[src/rtl/port_sched_pkg.sv]
// Shared types and constants for the port load scheduler.
// Port ids double as the arbiter's last-grant encoding.
package port_sched_pkg;

    localparam int TT_W_DEFAULT = 13;

    typedef enum logic [1:0] {
        IDLE,
        START,
        WAIT
    } sched_state_e;

    localparam logic PORT_ACT = 1'b0;
    localparam logic PORT_WGT = 1'b1;

endpackage

[src/rtl/port_rr_arb2.sv]
// Two-way round-robin arbiter; grant is one-hot, bit 0 = act, bit 1 = wgt.
// The caller owns the last-grant register.
module port_rr_arb2
    import port_sched_pkg::*;
(
    input  logic [1:0] elig_i,
    input  logic       last_grant_i,
    output logic [1:0] grant_o
);

    always_comb begin
        grant_o = 2'b00;
        unique case (1'b1)
            (elig_i == 2'b11): begin
                grant_o = (last_grant_i == PORT_WGT) ? 2'b01 : 2'b10;
            end
            default: begin
                grant_o = elig_i;
            end
        endcase
    end

endmodule

[src/rtl/port_sched.sv]
// Serializes activation/weight loads onto the shared port bus and
// tracks ping/pong buffer occupancy per port.
module port_sched
    import port_sched_pkg::*;
#(
    parameter int TT_W        = TT_W_DEFAULT,
    parameter int TO_W        = 14,
    parameter int TIMEOUT_CYC = 16383
) (
    input  logic            clk,
    input  logic            rst,
    input  logic            act_req,
    input  logic [TT_W-1:0] act_tran_time,
    output logic            act_ack,
    input  logic            wgt_req,
    input  logic [TT_W-1:0] wgt_tran_time,
    output logic            wgt_ack,
    input  logic            act_release,
    input  logic            wgt_release,
    output logic            act_port_start,
    output logic            weight_port_start,
    output logic [TT_W-1:0] tran_time,
    input  logic            act_port_done,
    input  logic            weight_port_done,
    output logic [1:0]      act_filled,
    output logic [1:0]      wgt_filled,
    output logic            busy,
    output logic            err_timeout,
    output logic            err_release,
    input  logic            err_clr
);

    localparam logic [TO_W-1:0] CNT_LAST = TO_W'(TIMEOUT_CYC - 1);

    sched_state_e    state_q, state_d;
    logic            port_q, port_d;
    logic [TT_W-1:0] tt_q, tt_d;
    logic [TO_W-1:0] cnt_q, cnt_d;
    logic            last_q, last_d;
    logic [1:0]      act_filled_q, act_filled_d;
    logic [1:0]      wgt_filled_q, wgt_filled_d;
    logic            act_ack_q, act_ack_d;
    logic            wgt_ack_q, wgt_ack_d;
    logic            act_start_q, act_start_d;
    logic            wgt_start_q, wgt_start_d;
    logic            busy_q, busy_d;
    logic            err_to_q, err_to_d;
    logic            err_rel_q, err_rel_d;

    logic [1:0] elig;
    logic [1:0] grant;
    logic       done_sel;
    logic       done_ok;
    logic       timeout;
    logic       act_inc, wgt_inc;
    logic       act_dec, wgt_dec;
    logic       rel_err;

    assign elig[0] = act_req & (act_filled_q < 2'd2);
    assign elig[1] = wgt_req & (wgt_filled_q < 2'd2);

    port_rr_arb2 u_arb (
        .elig_i       (elig),
        .last_grant_i (last_q),
        .grant_o      (grant)
    );

    // Only the granted port's done counts; the other is ignored.
    assign done_sel = (port_q == PORT_WGT) ? weight_port_done
                                           : act_port_done;
    assign done_ok  = (state_q == WAIT) & done_sel;
    assign timeout  = (state_q == WAIT) & ~done_sel & (cnt_q == CNT_LAST);

    always_ff @(posedge clk) begin
        if (rst) begin
            state_q <= IDLE;
        end else begin
            state_q <= state_d;
        end
    end

    always_comb begin
        state_d = state_q;
        unique case (state_q)
            IDLE: begin
                if (|grant) state_d = START;
            end
            START: begin
                state_d = (tt_q != '0) ? WAIT : IDLE;
            end
            WAIT: begin
                if (done_ok || timeout) state_d = IDLE;
            end
            default: begin
                state_d = IDLE;
            end
        endcase
    end

    always_comb begin
        port_d      = port_q;
        tt_d        = tt_q;
        last_d      = last_q;
        act_ack_d   = 1'b0;
        wgt_ack_d   = 1'b0;
        act_start_d = 1'b0;
        wgt_start_d = 1'b0;
        cnt_d       = '0;

        if (state_q == IDLE && |grant) begin
            port_d      = grant[1];
            tt_d        = grant[1] ? wgt_tran_time : act_tran_time;
            act_ack_d   = grant[0];
            wgt_ack_d   = grant[1];
            act_start_d = grant[0] & (act_tran_time != '0);
            wgt_start_d = grant[1] & (wgt_tran_time != '0);
        end
        if (state_q == WAIT) cnt_d = cnt_q + 1'b1;
        if (done_ok) last_d = port_q;

        act_inc = done_ok & (port_q == PORT_ACT);
        wgt_inc = done_ok & (port_q == PORT_WGT);
        act_dec = act_release & (act_filled_q != 2'd0);
        wgt_dec = wgt_release & (wgt_filled_q != 2'd0);
        rel_err = (act_release & (act_filled_q == 2'd0))
                | (wgt_release & (wgt_filled_q == 2'd0));

        act_filled_d = act_filled_q;
        if (act_inc && !act_dec) act_filled_d = act_filled_q + 2'd1;
        if (!act_inc && act_dec) act_filled_d = act_filled_q - 2'd1;
        wgt_filled_d = wgt_filled_q;
        if (wgt_inc && !wgt_dec) wgt_filled_d = wgt_filled_q + 2'd1;
        if (!wgt_inc && wgt_dec) wgt_filled_d = wgt_filled_q - 2'd1;

        // A fresh error outranks a same-cycle clear.
        err_to_d  = timeout | (err_to_q & ~err_clr);
        err_rel_d = rel_err | (err_rel_q & ~err_clr);
        busy_d    = (state_d != IDLE);
    end

    always_ff @(posedge clk) begin
        if (rst) begin
            port_q       <= PORT_ACT;
            tt_q         <= '0;
            cnt_q        <= '0;
            last_q       <= PORT_WGT;
            act_filled_q <= 2'd0;
            wgt_filled_q <= 2'd0;
            act_ack_q    <= 1'b0;
            wgt_ack_q    <= 1'b0;
            act_start_q  <= 1'b0;
            wgt_start_q  <= 1'b0;
            busy_q       <= 1'b0;
            err_to_q     <= 1'b0;
            err_rel_q    <= 1'b0;
        end else begin
            port_q       <= port_d;
            tt_q         <= tt_d;
            cnt_q        <= cnt_d;
            last_q       <= last_d;
            act_filled_q <= act_filled_d;
            wgt_filled_q <= wgt_filled_d;
            act_ack_q    <= act_ack_d;
            wgt_ack_q    <= wgt_ack_d;
            act_start_q  <= act_start_d;
            wgt_start_q  <= wgt_start_d;
            busy_q       <= busy_d;
            err_to_q     <= err_to_d;
            err_rel_q    <= err_rel_d;
        end
    end

    assign act_ack           = act_ack_q;
    assign wgt_ack           = wgt_ack_q;
    assign act_port_start    = act_start_q;
    assign weight_port_start = wgt_start_q;
    assign tran_time         = tt_q;
    assign act_filled        = act_filled_q;
    assign wgt_filled        = wgt_filled_q;
    assign busy              = busy_q;
    assign err_timeout       = err_to_q;
    assign err_release       = err_rel_q;

endmodule

[config.mk]
export PLATFORM = sky130hd
export DESIGN_NAME = port_sched
export DESIGN_NICKNAME = d
export VERILOG_FILES = /design/src/rtl/port_sched_pkg.sv /design/src/rtl/port_rr_arb2.sv /design/src/rtl/port_sched.sv
export SDC_FILE = /design/constraint.sdc
export NUM_CORES = 1
export LEC_CHECK = 0
export CORE_MARGIN = 10
export CORE_UTILIZATION = 42
export DETAILED_ROUTE_END_ITERATION = 10
export PLACE_DENSITY = 0.76
export SETUP_SLACK_MARGIN = 0.2
export SYNTH_ARGS = -nofsm -noshare
export SYNTH_HDL_FRONTEND = slang
export SYNTH_SLANG_ARGS = --single-unit
export TNS_END_PERCENT = 100
[constraint.sdc]
create_clock -name clk -period 1.8 [get_ports clk]
set_input_delay 0.18 -clock clk [delete_from_list [all_inputs] [get_ports clk]]
set_output_delay 0.18 -clock clk [all_outputs]
set_load 0.005 [all_outputs]
## Yosys cells after proc, flatten, opt, wreduce, memory -nomap -nowiden

Cells that the tools add are included.
Widths: inputs -> output; s select.

- Input bits: 35
- Output and inout bits: 24
- Register bits: 42
- Logic and storage cells: 84

- Bitwise operators: 23
- Magnitude comparators: 2
- Reductions and logical operators: 24
- Mux-type cells: 12
- Eq/ne operators: 4
- Add/sub/neg operators: 5

Operators by type and width:

| cell | number |
|---|---|
| $reduce_bool 13->1 | 3 |
| $mux 2 | 9 |
| $and 1x1->1 | 15 |
| $add 14x1->14 const B | 1 |
| $eq 14x14->1 const B | 1 |
| $mux 13 | 1 |
| $reduce_bool 2->1 | 5 |
| $logic_not 2->1 | 3 |
| $pmux 2 s3 | 1 |
| $reduce_or 2->1 | 3 |
| $logic_and 1x1->1 | 5 |
| $not 1->1 | 5 |
| $add 2x1->2 const B | 2 |
| $eq 2x2->1 const B | 2 |
| $logic_not 1->1 | 4 |
| $lt 2x2->1 const B | 2 |
| $sub 2x1->2 const B | 2 |
| $or 1x1->1 | 3 |
| $eq 2x1->1 const B | 1 |
| $logic_or 1x1->1 | 1 |
| $mux 1 | 1 |

## Logic depth before layout (Yosys ltp)

- Depth after elaboration: 8
- Mapped depth: 7
- Mapped depth without buffers: 7

## By module

Synthesis repeated with hierarchy kept, for this count alone.

- Cells, all modules: 195
- Area total of the unflattened synthesis: 1851.8 µm²

Modules (own cells, without submodules):

| module | times used | area each (µm²) | cells an instance | seq. area each (µm²) |
|---|---|---|---|---|
| port_sched | 1 | 1833.0 | 192 | 840.8 |
| port_rr_arb2 | 1 | 18.8 | 3 | 0.0 |

## Worst setup path before layout

No wires, ideal clock.

- Kind: register -> register
- Start: register state_q[0]
- End: register act_filled_q[1] (netlist: act_filled[1])
- Library setup time: 71 ps
- Required time: 1729 ps
- Cell stages (with the launch flop): 7
- Slack: 15 ps
- Clock period less this slack: 1785 ps
- Data arrival time: 1714 ps
- Buffers on the path: 0
- Path through: dfxtp_1 and2b_1 nand2_1 or2_2 ha_1 or3_1 a21oi_1

- Cells in the longest elaborated chain, start to end: 6
- Elaborated cells between the ends (all ways): 8
- Those cells by class: 1 x eq/ne; 1 x mux; 2 x bitwise; 4 x reduce/logical

RTL lines:

| what | RTL line | text |
|---|---|---|
| start: declaration | port_sched.sv:35 | `sched_state_e state_q, state_d;` |
| start signal: assignment | port_sched.sv:78 | `state_q <= state_d;` |
| $eq 2x2->1 (*) | port_sched.sv:71 | `assign done_ok = (state_q == WAIT) & done_sel;` |
| $and 1x1->1 (*) | port_sched.sv:71 |  |
| $and 1x1->1 (*) | port_sched.sv:121 | `act_inc = done_ok & (port_q == PORT_ACT);` |
| $logic_not 1->1 | port_sched.sv:130 | `if (!act_inc && act_dec) act_filled_d = act_filled_q - 2'd1;` |
| $logic_and 1x1->1 | port_sched.sv:130 |  |
| $mux 2 or $reduce_bool 2->1 (tied branches) | n/a |  |
| end signal: assignment | port_sched.sv:161 | `act_filled_q <= act_filled_d;` |
| end: declaration | port_sched.sv:40 | `logic [1:0] act_filled_q, act_filled_d;` |

Mark *: on every way between the ends. The rest lies on a longest branch, timed or not.
A chain may end at the register's enable or synchronous reset.

## Worst setup path in the final report

Same ends and word-level chain as after synthesis.

==> flow_summary.toml <==
[power_and_ir_drop]
p_leak_nw = 0.957
p_per_area_mw_per_mm2 = 797
max-vdd-ir-drop_mv = 0.467

[sta]
finalCriticalPeriod_ns = 1.71
fin_worst_skew_ns = 0.00320
rsz0062_at_grt = "true"
worstMarginPinSlew_ns = 0.351
period_share_pct = 94.7
max_freq_mhz = 586
setup_viol = 0
relSlewSlack_pct = 76.4
slew_viol_final = 0
final_hold_viol_count = 0

[route]
drc = 0
vias = 1822
drt-pass1-iter-count = 4
drt_iter0_drc = 119
drt-vias-per-instance = 5.34
wl_per_cell_microns = 15.9
drtAntennaViolNets = 0
wl_mm = 5.43

[logic_synthesis]
syn_nets = 261
netlist_area_sq_mm = 0.00194
synth_seq_area_share_pct = 43.2
synth_seq_cells = 42
synth_area_per_cell_sq_um = 8.76
synth_edf_count = 0
ys_types = 37
syn-instance-count = 222
synth_ff_type = "dfxtp_1"
async_flop_share_pct = 0
yosys_warnings = 0

[critical_path]
endpoint_kind = "flop"
path_class = "flop to flop"
crit_required_ns = 2.02
r2r_cells = 6
worstPathArrival_ns = 1.92
crit_path_start_kind = "flop"
cp_max_fo = 4

[floorplanning]
initial_core_util_pct = 44.0
io_pins = 59
die_h_microns = 88.0
die_w_microns = 88.0
coreArea_sq_mm = 0.00441
die_area_sq_mm = 0.00775
rows = 24

[clocking]
cts_tree = "yes"
clkLatencyLatePin_ns = 0.28
cts-root-buf = "clkbuf_8"
clkTransAtPathRegs_ns = 0.07
cts_made_buffers = 5
cts_hold_buffers = 0
clock-sinks = 42
htree_levels = 2
clockBufferDepth = 2

[min_path]
hold_path.class = "flop to flop"
hold_path_depth = 1

[run_status]
status = "finished clean"

[run]
max-cap-violations = 0

[place]
dp_hpwl_mm = 4.17
io_buffers = 58
postPlaceCellArea_sq_mm = 0.00263
placed_cells = 332
gp_congestion = 0.793

[global_route]
grt_antenna_before_repair = 0
grt_pass1_wl_mm = 8.47
grt_overflow = 0
track_usage_pct = 13.5
grt_max_degree = 28
grt_pass1_vias = 1811

[cells_and_area]
fillers = 377
ff_latch_area_sq_um = 846
final_nets = 329
diodes = 0
final_area_sq_mm = 0.00279
multi_input_area_sq_mm = 0.00109
post_route_cells_drive_above_1_share_pct = 13.8
stdcell_count = 341
area_delta_synth_final_pct = 43.4
area by class of cell:
class                      instances  share of cell area (%)
inverter                           4                   0.539
clock buffer                       6                    2.96
tap                               52                    2.33
sequential                        42                    30.3
timing repair buffer              69                    24.7
multi-input combinational        168                    39.1
Yosys cell counts (4+ instances only):
cell type	count	area, sq um
a21oi_1	7	35.0
a311oi_1	7	61.3
a311oi_2	6	90.1
dfxtp_1	42	841
ha_1	4	50.1
inv_1	4	15.0
nand2_1	36	135
nand3_1	7	35.0
nand4_1	4	25.0
nor2_1	35	131
nor3_1	9	45.0
nor4_1	7	43.8
o21ai_0	5	25.0
or3_1	5	31.3
xnor2_1	10	87.6
xor2_1	4	35.0
repair_timing:
action                                  4_1_cts  5_1_grt
gates resized for setup                       3        6
pin swaps                                     1        1
buffers inserted                              1        2
endpoints found under the setup margin        3       17
cells by family (layout without fill, tap and decap cells):
kind of cell,after synthesis,after routing,synth area share (%)
xor+xnor,14,14,6.31
simple gates,114,114,27.6
mux,1,1,0.579
fa+ha+maj,4,4,2.57
flops,42,42,43.2
buf+inv,12,79,3.28
compound gates,35,35,16.4
placed cells by master (no fill, tap or decap), types with 2 or more instances in the layout:
cell,Yosys,final
o21ai_0,5,5
clkdlybuf4s50_1,0,58
nand2_1,36,35
nand3_1,7,6
or3_1,5,5
ha_4,0,2
xor2_1,4,4
o41a_1,2,2
or4_1,2,2
a311oi_2,6,6
nor2_1,35,35
xnor2_1,10,10
nand4_1,4,4
nor4_1,7,6
clkbuf_8,0,6
inv_1,4,4
nand2b_4,2,2
a311oi_1,7,7
buf_12,0,2
buf_4,3,9
nor3_1,9,8
a21oi_1,7,7
ha_1,4,2
dfxtp_1,42,40
sequential cells by signal, summed over array words and instances, names as in the netlist:
register           count
cnt_q                 14
tran_time             13
act_filled             2
state_q                2
wgt_filled             2
act_ack                1
act_port_start         1
busy                   1
err_release            1
err_timeout            1
last_q                 1
port_q                 1
weight_port_start      1
wgt_ack                1
stage by stage:
stage                     hold slack [ns]  power (W)  setup TNS [ns]  utilization (%)  worst slack (ns)
final                               0.478    0.00222               0             63.2            0.0949
after detailed placement            0.470    0.00164          -0.300             59.6            -0.100
after CTS                           0.487    0.00223               0             61.8            0.0924
after global placement              0.461    0.00162         -0.0759             59.6           -0.0759
after floorplan                     0.321    0.00135               0                -             0.172
after global routing                0.501    0.00235               0             63.2            0.0659
final timing paths:
| kind | start | to | slack, ns |
|---|---|---|---|
| hold / removal | cnt_q[0]$_SDFF_PP0_ | cnt_q[0]$_SDFF_PP0_ | 0.48 |
| setup / recovery | state_q[0]$_SDFF_PP0_ | act_filled[1]$_SDFFE_PP0P_ | 0.09 |
| hold reg to reg | cnt_q[0]$_SDFF_PP0_ | cnt_q[0]$_SDFF_PP0_ | 0.48 |
| setup reg to reg | state_q[0]$_SDFF_PP0_ | act_filled[1]$_SDFFE_PP0P_ | 0.09 |
critical path, cell delays in order, from the launching register on:
cell     delay (ns)
dfxtp_4        0.34
and2b_2        0.26
nand2_2        0.07
or2_4          0.24
ha_4           0.24
or3_1          0.37
a21oi_1        0.12
power breakdown:
part / leakage [nW] / internal (W) / switching (W)
clock network: 0.0431 / 0.000296 / 0.000291
registers: 0.345 / 0.00100 / 0.0000596
logic: 0.569 / 0.000323 / 0.000249
total: 0.957 / 0.00162 / 0.000600
per-layer routing:
layer  part of all wire [%]  up-vias  track usage [%]
li1                       -      916                -
met4                    1.5        0             4.85
met3                    5.3        7             4.74
met2                     50       46             21.4
met5                      0        -                0
met1                     43      853             16.5
No activity file was read; power rests on OpenSTA's default activity.
